$ cat src/rtl/ed25519_pkg.sv
// Shared constants and FSM state type for the ed25519 stream front end.
package ed25519_pkg;

    localparam int DATA_W    = 64;
    localparam int PATN_W    = 256;
    localparam int IN_BEATS  = 12;
    localparam int OUT_BEATS = 8;

    typedef enum logic [1:0] {
        S_RECV,
        S_START,
        S_WAIT,
        S_SEND
    } io_state_t;

endpackage

$ cat src/rtl/ed25519_out_ser.sv
// Result serializer: 512-bit load/shift register emitting MS word first, plus beat counter.
module ed25519_out_ser
    import ed25519_pkg::*;
#(
    parameter int DATA_W = ed25519_pkg::DATA_W,
    parameter int PATN_W = ed25519_pkg::PATN_W
) (
    input  logic                  i_clk,
    input  logic                  i_rst,
    input  logic                  i_load,
    input  logic [2*PATN_W-1:0]   i_load_data,
    input  logic                  i_shift,
    output logic [DATA_W-1:0]     o_data,
    output logic                  o_last
);

    localparam logic [2:0] LAST_BEAT = 3'(OUT_BEATS - 1);

    logic [2*PATN_W-1:0] sr_q;
    logic [2:0]          cnt_q;

    always_ff @(posedge i_clk or posedge i_rst) begin
        if (i_rst) begin
            sr_q  <= '0;
            cnt_q <= '0;
        end else if (i_load) begin
            sr_q  <= i_load_data;
            cnt_q <= '0;
        end else if (i_shift) begin
            // Counter wraps to zero on the final beat, leaving it cleared for the next result.
            sr_q  <= {sr_q[2*PATN_W-DATA_W-1:0], {DATA_W{1'b0}}};
            cnt_q <= cnt_q + 3'd1;
        end
    end

    assign o_data = sr_q[2*PATN_W-1 -: DATA_W];
    assign o_last = (cnt_q == LAST_BEAT);

endmodule

$ cat src/rtl/ed25519_io_ctrl.sv
// Stream front end: deserializes 12x64-bit operands, starts the core, serializes the 512-bit result.
// Optional macro ED25519_IO_OVERLAP_EN accepts the next operands while the result drains.
module ed25519_io_ctrl
    import ed25519_pkg::*;
#(
    parameter int DATA_W = ed25519_pkg::DATA_W,
    parameter int PATN_W = ed25519_pkg::PATN_W
) (
    input  logic              i_clk,
    input  logic              i_rst,
    input  logic              i_in_valid,
    output logic              o_in_ready,
    input  logic [DATA_W-1:0] i_in_data,
    output logic              o_out_valid,
    input  logic              i_out_ready,
    output logic [DATA_W-1:0] o_out_data,
    output logic              o_start,
    output logic [PATN_W-1:0] o_scalar,
    output logic [PATN_W-1:0] o_px,
    output logic [PATN_W-1:0] o_py,
    input  logic              i_done,
    input  logic [PATN_W-1:0] i_rx,
    input  logic [PATN_W-1:0] i_ry
);

    localparam int         OP_W    = 3 * PATN_W;
    localparam logic [3:0] IN_FULL = 4'(IN_BEATS);

    io_state_t         state_q, state_d;
    logic [3:0]        in_cnt_q, in_cnt_d;
    logic [OP_W-1:0]   op_q;
    logic              in_ready;
    logic              accept;
    logic              shift;
    logic              load;
    logic              ser_last;
    logic [DATA_W-1:0] ser_data;

`ifdef ED25519_IO_OVERLAP_EN
    assign in_ready = (state_q == S_RECV) || ((state_q == S_SEND) && (in_cnt_q != IN_FULL));
`else
    assign in_ready = (state_q == S_RECV);
`endif

    // Ready is held low during reset even though the state register already reads S_RECV.
    assign o_in_ready  = in_ready & ~i_rst;
    assign accept      = i_in_valid & o_in_ready;
    assign o_out_valid = (state_q == S_SEND);
    assign o_start     = (state_q == S_START);
    assign shift       = o_out_valid & i_out_ready;
    assign o_out_data  = o_out_valid ? ser_data : '0;

    assign o_scalar = op_q[OP_W-1          -: PATN_W];
    assign o_px     = op_q[OP_W-PATN_W-1   -: PATN_W];
    assign o_py     = op_q[PATN_W-1:0];

    always_comb begin
        state_d  = state_q;
        load     = 1'b0;
        in_cnt_d = accept ? (in_cnt_q + 4'd1) : in_cnt_q;
        unique case (state_q)
            S_RECV: begin
                if (in_cnt_d == IN_FULL) begin
                    state_d  = S_START;
                    in_cnt_d = '0;
                end
            end
            S_START: state_d = S_WAIT;
            S_WAIT: begin
                if (i_done) begin
                    load    = 1'b1;
                    state_d = S_SEND;
                end
            end
            S_SEND: begin
                if (shift && ser_last) begin
`ifdef ED25519_IO_OVERLAP_EN
                    if (in_cnt_d == IN_FULL) begin
                        state_d  = S_START;
                        in_cnt_d = '0;
                    end else begin
                        state_d = S_RECV;
                    end
`else
                    state_d  = S_RECV;
                    in_cnt_d = '0;
`endif
                end
            end
        endcase
    end

    always_ff @(posedge i_clk or posedge i_rst) begin
        if (i_rst) begin
            state_q  <= S_RECV;
            in_cnt_q <= '0;
            op_q     <= '0;
        end else begin
            state_q  <= state_d;
            in_cnt_q <= in_cnt_d;
            if (accept)
                op_q[OP_W-1-DATA_W*int'(in_cnt_q) -: DATA_W] <= i_in_data;
        end
    end

    ed25519_out_ser #(
        .DATA_W (DATA_W),
        .PATN_W (PATN_W)
    ) u_out_ser (
        .i_clk       (i_clk),
        .i_rst       (i_rst),
        .i_load      (load),
        .i_load_data ({i_rx, i_ry}),
        .i_shift     (shift),
        .o_data      (ser_data),
        .o_last      (ser_last)
    );

endmodule

$ cat config.mk
export PLATFORM = sky130hd
export DESIGN_NAME = ed25519_io_ctrl
export DESIGN_NICKNAME = d
export VERILOG_FILES = /design/src/rtl/ed25519_pkg.sv /design/src/rtl/ed25519_out_ser.sv /design/src/rtl/ed25519_io_ctrl.sv
export SDC_FILE = /design/constraint.sdc
export NUM_CORES = 2
export LEC_CHECK = 0
export CAP_MARGIN = 20
export CORE_AREA = 5 5 549 551
export DETAILED_ROUTE_END_ITERATION = 10
export DIE_AREA = 0 0 554 556
export PLACE_DENSITY = 0.34
export SYNTH_ARGS = -nofsm -noshare
export SYNTH_HDL_FRONTEND = slang
export SYNTH_SLANG_ARGS = --single-unit
$ cat constraint.sdc
create_clock -name i_clk -period 51.5 [get_ports i_clk]
set_input_delay 5.15 -clock i_clk [delete_from_list [all_inputs] [get_ports i_clk]]
set_output_delay 5.15 -clock i_clk [all_outputs]
set_load 0.05 [all_outputs]
Yosys cells after proc, flatten, opt, wreduce, memory -nomap -nowiden. Cells that the tools add are included.

$add $sub $neg: 4. Multipliers: 0. Div/mod/pow operators: 0. $lt $le $gt $ge: 0. Equality and inequality tests: 8. Shift-type cells: 2. Multiplexer cells: 16. Bitwise logic cells: 4. Reduce and logical (&&, ||, !) cells: 4.

Operators with widths (number): $mux 512 (2); $shift 64x33->831 const A (1); $shiftx 64x33->831 (1); $bwmux 768 (1); $mux 64 (1); $neg 11->33 (1); $mux 4 (3); $sub 10x10->11 const A (1); $pmux 2 s4 (1); $pmux 4 s2 (1); $mux 2 (3); $mux 3 (2); $add 4x1->4 const B (1); $eq 2x2->1 const B (2); $eq 4x4->1 const B (1); $ne 2x1->1 const B (2); $add 3x1->3 const B (1); $and 1x1->1 (3); $eq 3x3->1 const B (1); $reduce_and 3->1 (1); $eq 2x1->1 const B (1); $logic_not 2->1 (1); $mux 1 (2); $ne 2x2->1 const B (1); 3 further kinds (3).

Register bits after elaboration: 1289. Latch bits: 0. Memory bits (writable): 0. Bits in read-only memories: 0. Bits of input ports: 581. Output and inout bits: 835. Logic and storage cells: 43. Memories kept: 0.

Depth between registers and ports, before layout.
Depth after elaboration: 7. Gate-level depth with buffers: 9. Mapped depth without buffers: 7.

Modules after synthesis. From an unflattened synthesis, not the netlist that was laid out.

Cells, all modules: 4119. Area total of the unflattened synthesis: 53900.4 um^2.

By module, submodules not included: ed25519_io_ctrl (instances 1, cells an instance 1824, area each 30151.4 um^2, sequential area each 19368.6 um^2); ed25519_out_ser (instances 1, cells an instance 2295, area each 23749.0 um^2, sequential area each 12887.4 um^2).

Least setup slack after synthesis. No wires, ideal clock.

Path kind: in2out. Start: input i_rst. End: output o_in_ready. Data arrival time: 5.839 ns. Data required time: 46.350 ns. Path slack: 40.511 ns. Stages on the path: 1. Path buffers: 0. Cells stage by stage: nor2b_1.

Word-level cells in the longest chain between the ends: 2.

Ends and longest elaborated chain: from (decl) (RTL line ed25519_io_ctrl.sv:10) `input logic i_rst,`; $not 1->1 (RTL line ed25519_io_ctrl.sv:46) `assign o_in_ready = in_ready & ~i_rst;`; $and 1x1->1 (RTL line ed25519_io_ctrl.sv:46); to (decl) (RTL line ed25519_io_ctrl.sv:12) `output logic o_in_ready,`.

No other way between the ends.

Worst setup path in the final report. Ends and elaborated chain as after synthesis.

==> summary.md <==
| Metric | Value |
|---|---|
| Status | `complete, no violations` |
| Ports | `1416` |
| WP data required | `46.35 ns` |
| Hold Path Class | `flop to flop` |
| Worst Tran Pin Value | `1.125 ns` |
| Non-Filler Instances | `9754` |
| Top post-synthesis cells by count | `dfrtp_1 (1289), nand2_1 (871), mux2_2 (761)` |
| Initial DRC Count | `2163` |
| Critical path origin | `i_rst` |
| Number of vias per cell | `4.022` |
| Final worst path period share | `0.2315` |
| Share of cells above drive strength 1 | `0.1885` |
| Post-Syn Nets | `4964` |
| Post-Synthesis Cells | `4374` |
| Final setup violation count | `0` |
| Multi-input logic area | `18120 um2` |
| CP arrival | `6.77 ns` |
| Met3 GRT Util | `0.05700` |
| PortBufs | `1415` |
| Initial antenna violation count | `108` |
| Die area | `308000 um2` |
| Maxcap violations | `0` |
| Share of the synthesized area in the top cell type | `0.6243` |
| Finished Cell Area | `75550 um2` |
| Area of placed instances | `70010 um2` |
| CTS Root Cell | `clkbuf_16` |
| Worst r2r src | `state_q[1]` |
| Relative slew slack | `0.2478` |
| Total Neg Setup Slack | `0 ns` |
| VDD IR-drop max | `35.65 uV` |
| Final #Nets | `6250` |
| Routed Antenna Nets | `0` |
| Clk buf depth | `4` |
| Global-route wire length before repair | `353000 um` |
| RSZ-0062 raised after global routing | `false` |
| Post-DP HPWL | `188400 um` |
| Final hold vios | `0` |
| Clk sinks | `1289` |
| Global placer's final weighted congestion | `0.7703` |
| Pleak | `33.30 nW` |
| Worst hold start | `op_q[752]` |
| Power, Total | `3.969 mW` |
| Detailed-route via count | `39228` |
| Post-Route WL | `257000 um` |
| Power per cell area | `52.54 nW/um2` |
| Layer with the highest usage | `met2` |
| Post-cts sizing count | `0` |
| GR Layer Usage met1 | `0.1912` |
| Worst Setup EP | `o_in_ready` |
| Setup bufs post-CTS | `0` |
| Core area | `295800 um2` |
| Routed wire per std cell | `26.35 um` |
| Synth unique cells | `34` |
| H-tree depth | `4` |
| Placed cell count | `9425` |
| Gr usage total | `0.1607` |
| CTS buffer count | `171` |
| Die width | `554 um` |
| R2R depth | `12` |
| Gr ovfl total | `0` |
| DIE HEIGHT | `556 um` |
| Max Clock Freq | `0.08387 GHz` |
| Top cells by area, synth | `dfrtp_1 (62%), mux2_2 (17%), nand2_1 (6.3%), a31oi_1 (5.0%), nor2_1 (3.0%)` |
| Crit path launch type | `input port` |
| Register bit total from synthesis | `1289` |
| Worst-Skew Late Latency | `0.83 ns` |
| Sequential cell area | `32260 um2` |
| Max FO, Critical Path | `5` |
| Hold Buf Count CTS | `0` |
| Number of cell rows | `200` |
| # DRC | `0` |
| Post-synth EDFFs | `0` |
| Filler Cell Count | `31563` |
| Sequential fraction of the synthesis area | `0.6243` |
| Reg2reg end | `u_out_ser.sr_q[398]` |
| Top_reg_cell synth | `dfrtp_1` |
| Mapped Area | `51670 um2` |
| Largest net degree at the start of global routing | `228` |
| Initial core utilization | `0.1747` |
| Count leader, synth | `dfrtp_1` |
| Vias in the first global route | `40163` |
| Clock period minus worst slack | `11.92 ns` |
| Synthesis-to-finish area growth | `46.22%` |
| Slew Limit Fails | `0` |
| DR pass1 iterations | `5` |
| CTS tree | `yes` |
| Asr flop ratio synth | `1.000` |
| Clock Pin Slew Worst Setup and Hold Paths | `0.06 ns` |
| Utilization after layout | `0.2554` |
| Area leader, netlist | `dfrtp_1` |
| R2r setup slk | `43.70 ns` |
| Yosys warns | `0` |
| Mean Syn Cell Area | `11.81 um2` |
| Worst Skew | `0.07552 ns` |
| Critical path class | `input port to output pin` |
| GRT met2 Usage | `0.2783` |
| Setup crit end kind | `output pin` |
==> cell type report <==
| cell class | count | area share |
|---|---|---|
| diodes | 31 | 0.001027 |
| clock buffers | 258 | 0.06696 |
| clock inverters | 39 | 0.004919 |
| inverters | 6 | 0.0003975 |
| multi-input cells | 2722 | 0.2399 |
| flip-flops and latches | 1289 | 0.4270 |
| well taps | 3939 | 0.06524 |
| repair buffers | 1470 | 0.1946 |
==> stage by stage <==
step	hold slack, ns	worst slack [ns]
floorplan	0.4659	10.02
global placement	0.4725	39.30
detailed placement	0.4790	39.19
CTS	0.4922	39.54
global route	0.5040	39.32
finish	0.4871	39.58
==> cells in the final DEF (no fill, tap or decap), types with 2 or more instances in the layout <==
cell	n
nand3b_1	2
clkinv_8	3
nand3_4	5
clkbuf_1	44
dfrtp_1	1289
nand3_1	3
clkinvlp_4	2
clkbuf_8	41
bufinv_16	3
diode_2	31
buf_4	46
mux2i_1	37
nor2b_1	3
o311ai_0	2
xor2_1	2
nand2_4	4
nand2_1	866
clkinv_4	2
mux2_1	8
ha_1	8
clkdlybuf4s50_1	1415
inv_6	4
mux2_2	761
a22o_1	64
and2_1	65
buf_16	2
buf_12	7
a21oi_1	4
clkbuf_16	173
clkinv_2	23
inv_1	5
and3_1	2
a31oi_1	413
nor2_1	418
o21ai_0	38
==> power by group <==
group	switching, mW	internal [mW]
Clock	0.484	0.691
Sequential	0.161	1.28
Combinational	0.900	0.453
Total	1.54	2.42
==> cells by family after synthesis <==
logic type	after synthesis	synth area share
DFF	1289	0.6243
xor gates and xnor gates	2	0.0003391
AOI/OAI and AO/OA	526	0.06611
and+or+nand+nor	1379	0.1047
buffers and inverters	363	0.02758
adders and majority gates	9	0.002180
muxes	806	0.1748
==> worst max-delay path: stages <==
cell	delay (ns)
clkdlybuf4s50_1	0.61
nor2b_1	0.19
clkdlybuf4s50_1	0.82
==> how the worst min path moves through the flow <==
stage                     cells past startpoint  slack (ns)           endpoint
after floorplan                               1        0.47  u_out_ser.sr_q[0]
after global placement                        1        0.47          op_q[704]
after detailed placement                      1        0.48          op_q[752]
after CTS                                     1        0.49          op_q[752]
after global routing                          1        0.50          op_q[762]
final                                         1        0.49          op_q[752]
==> sequential cells by signal, indices dropped and copies added (netlist names) <==
register         count
state_q              2
u_out_ser.cnt_q      3
in_cnt_q             4
u_out_ser.sr_q     512
op_q               768
==> layer usage <==
layer  vias to the layer above  wire (um)
met2                      1170     126100
met1                     19882     104500
li1                      17669          -
met5                         -        821
met3                       375      19820
met4                       132       5817
Note: power is estimated with default switching activity, not from simulation.
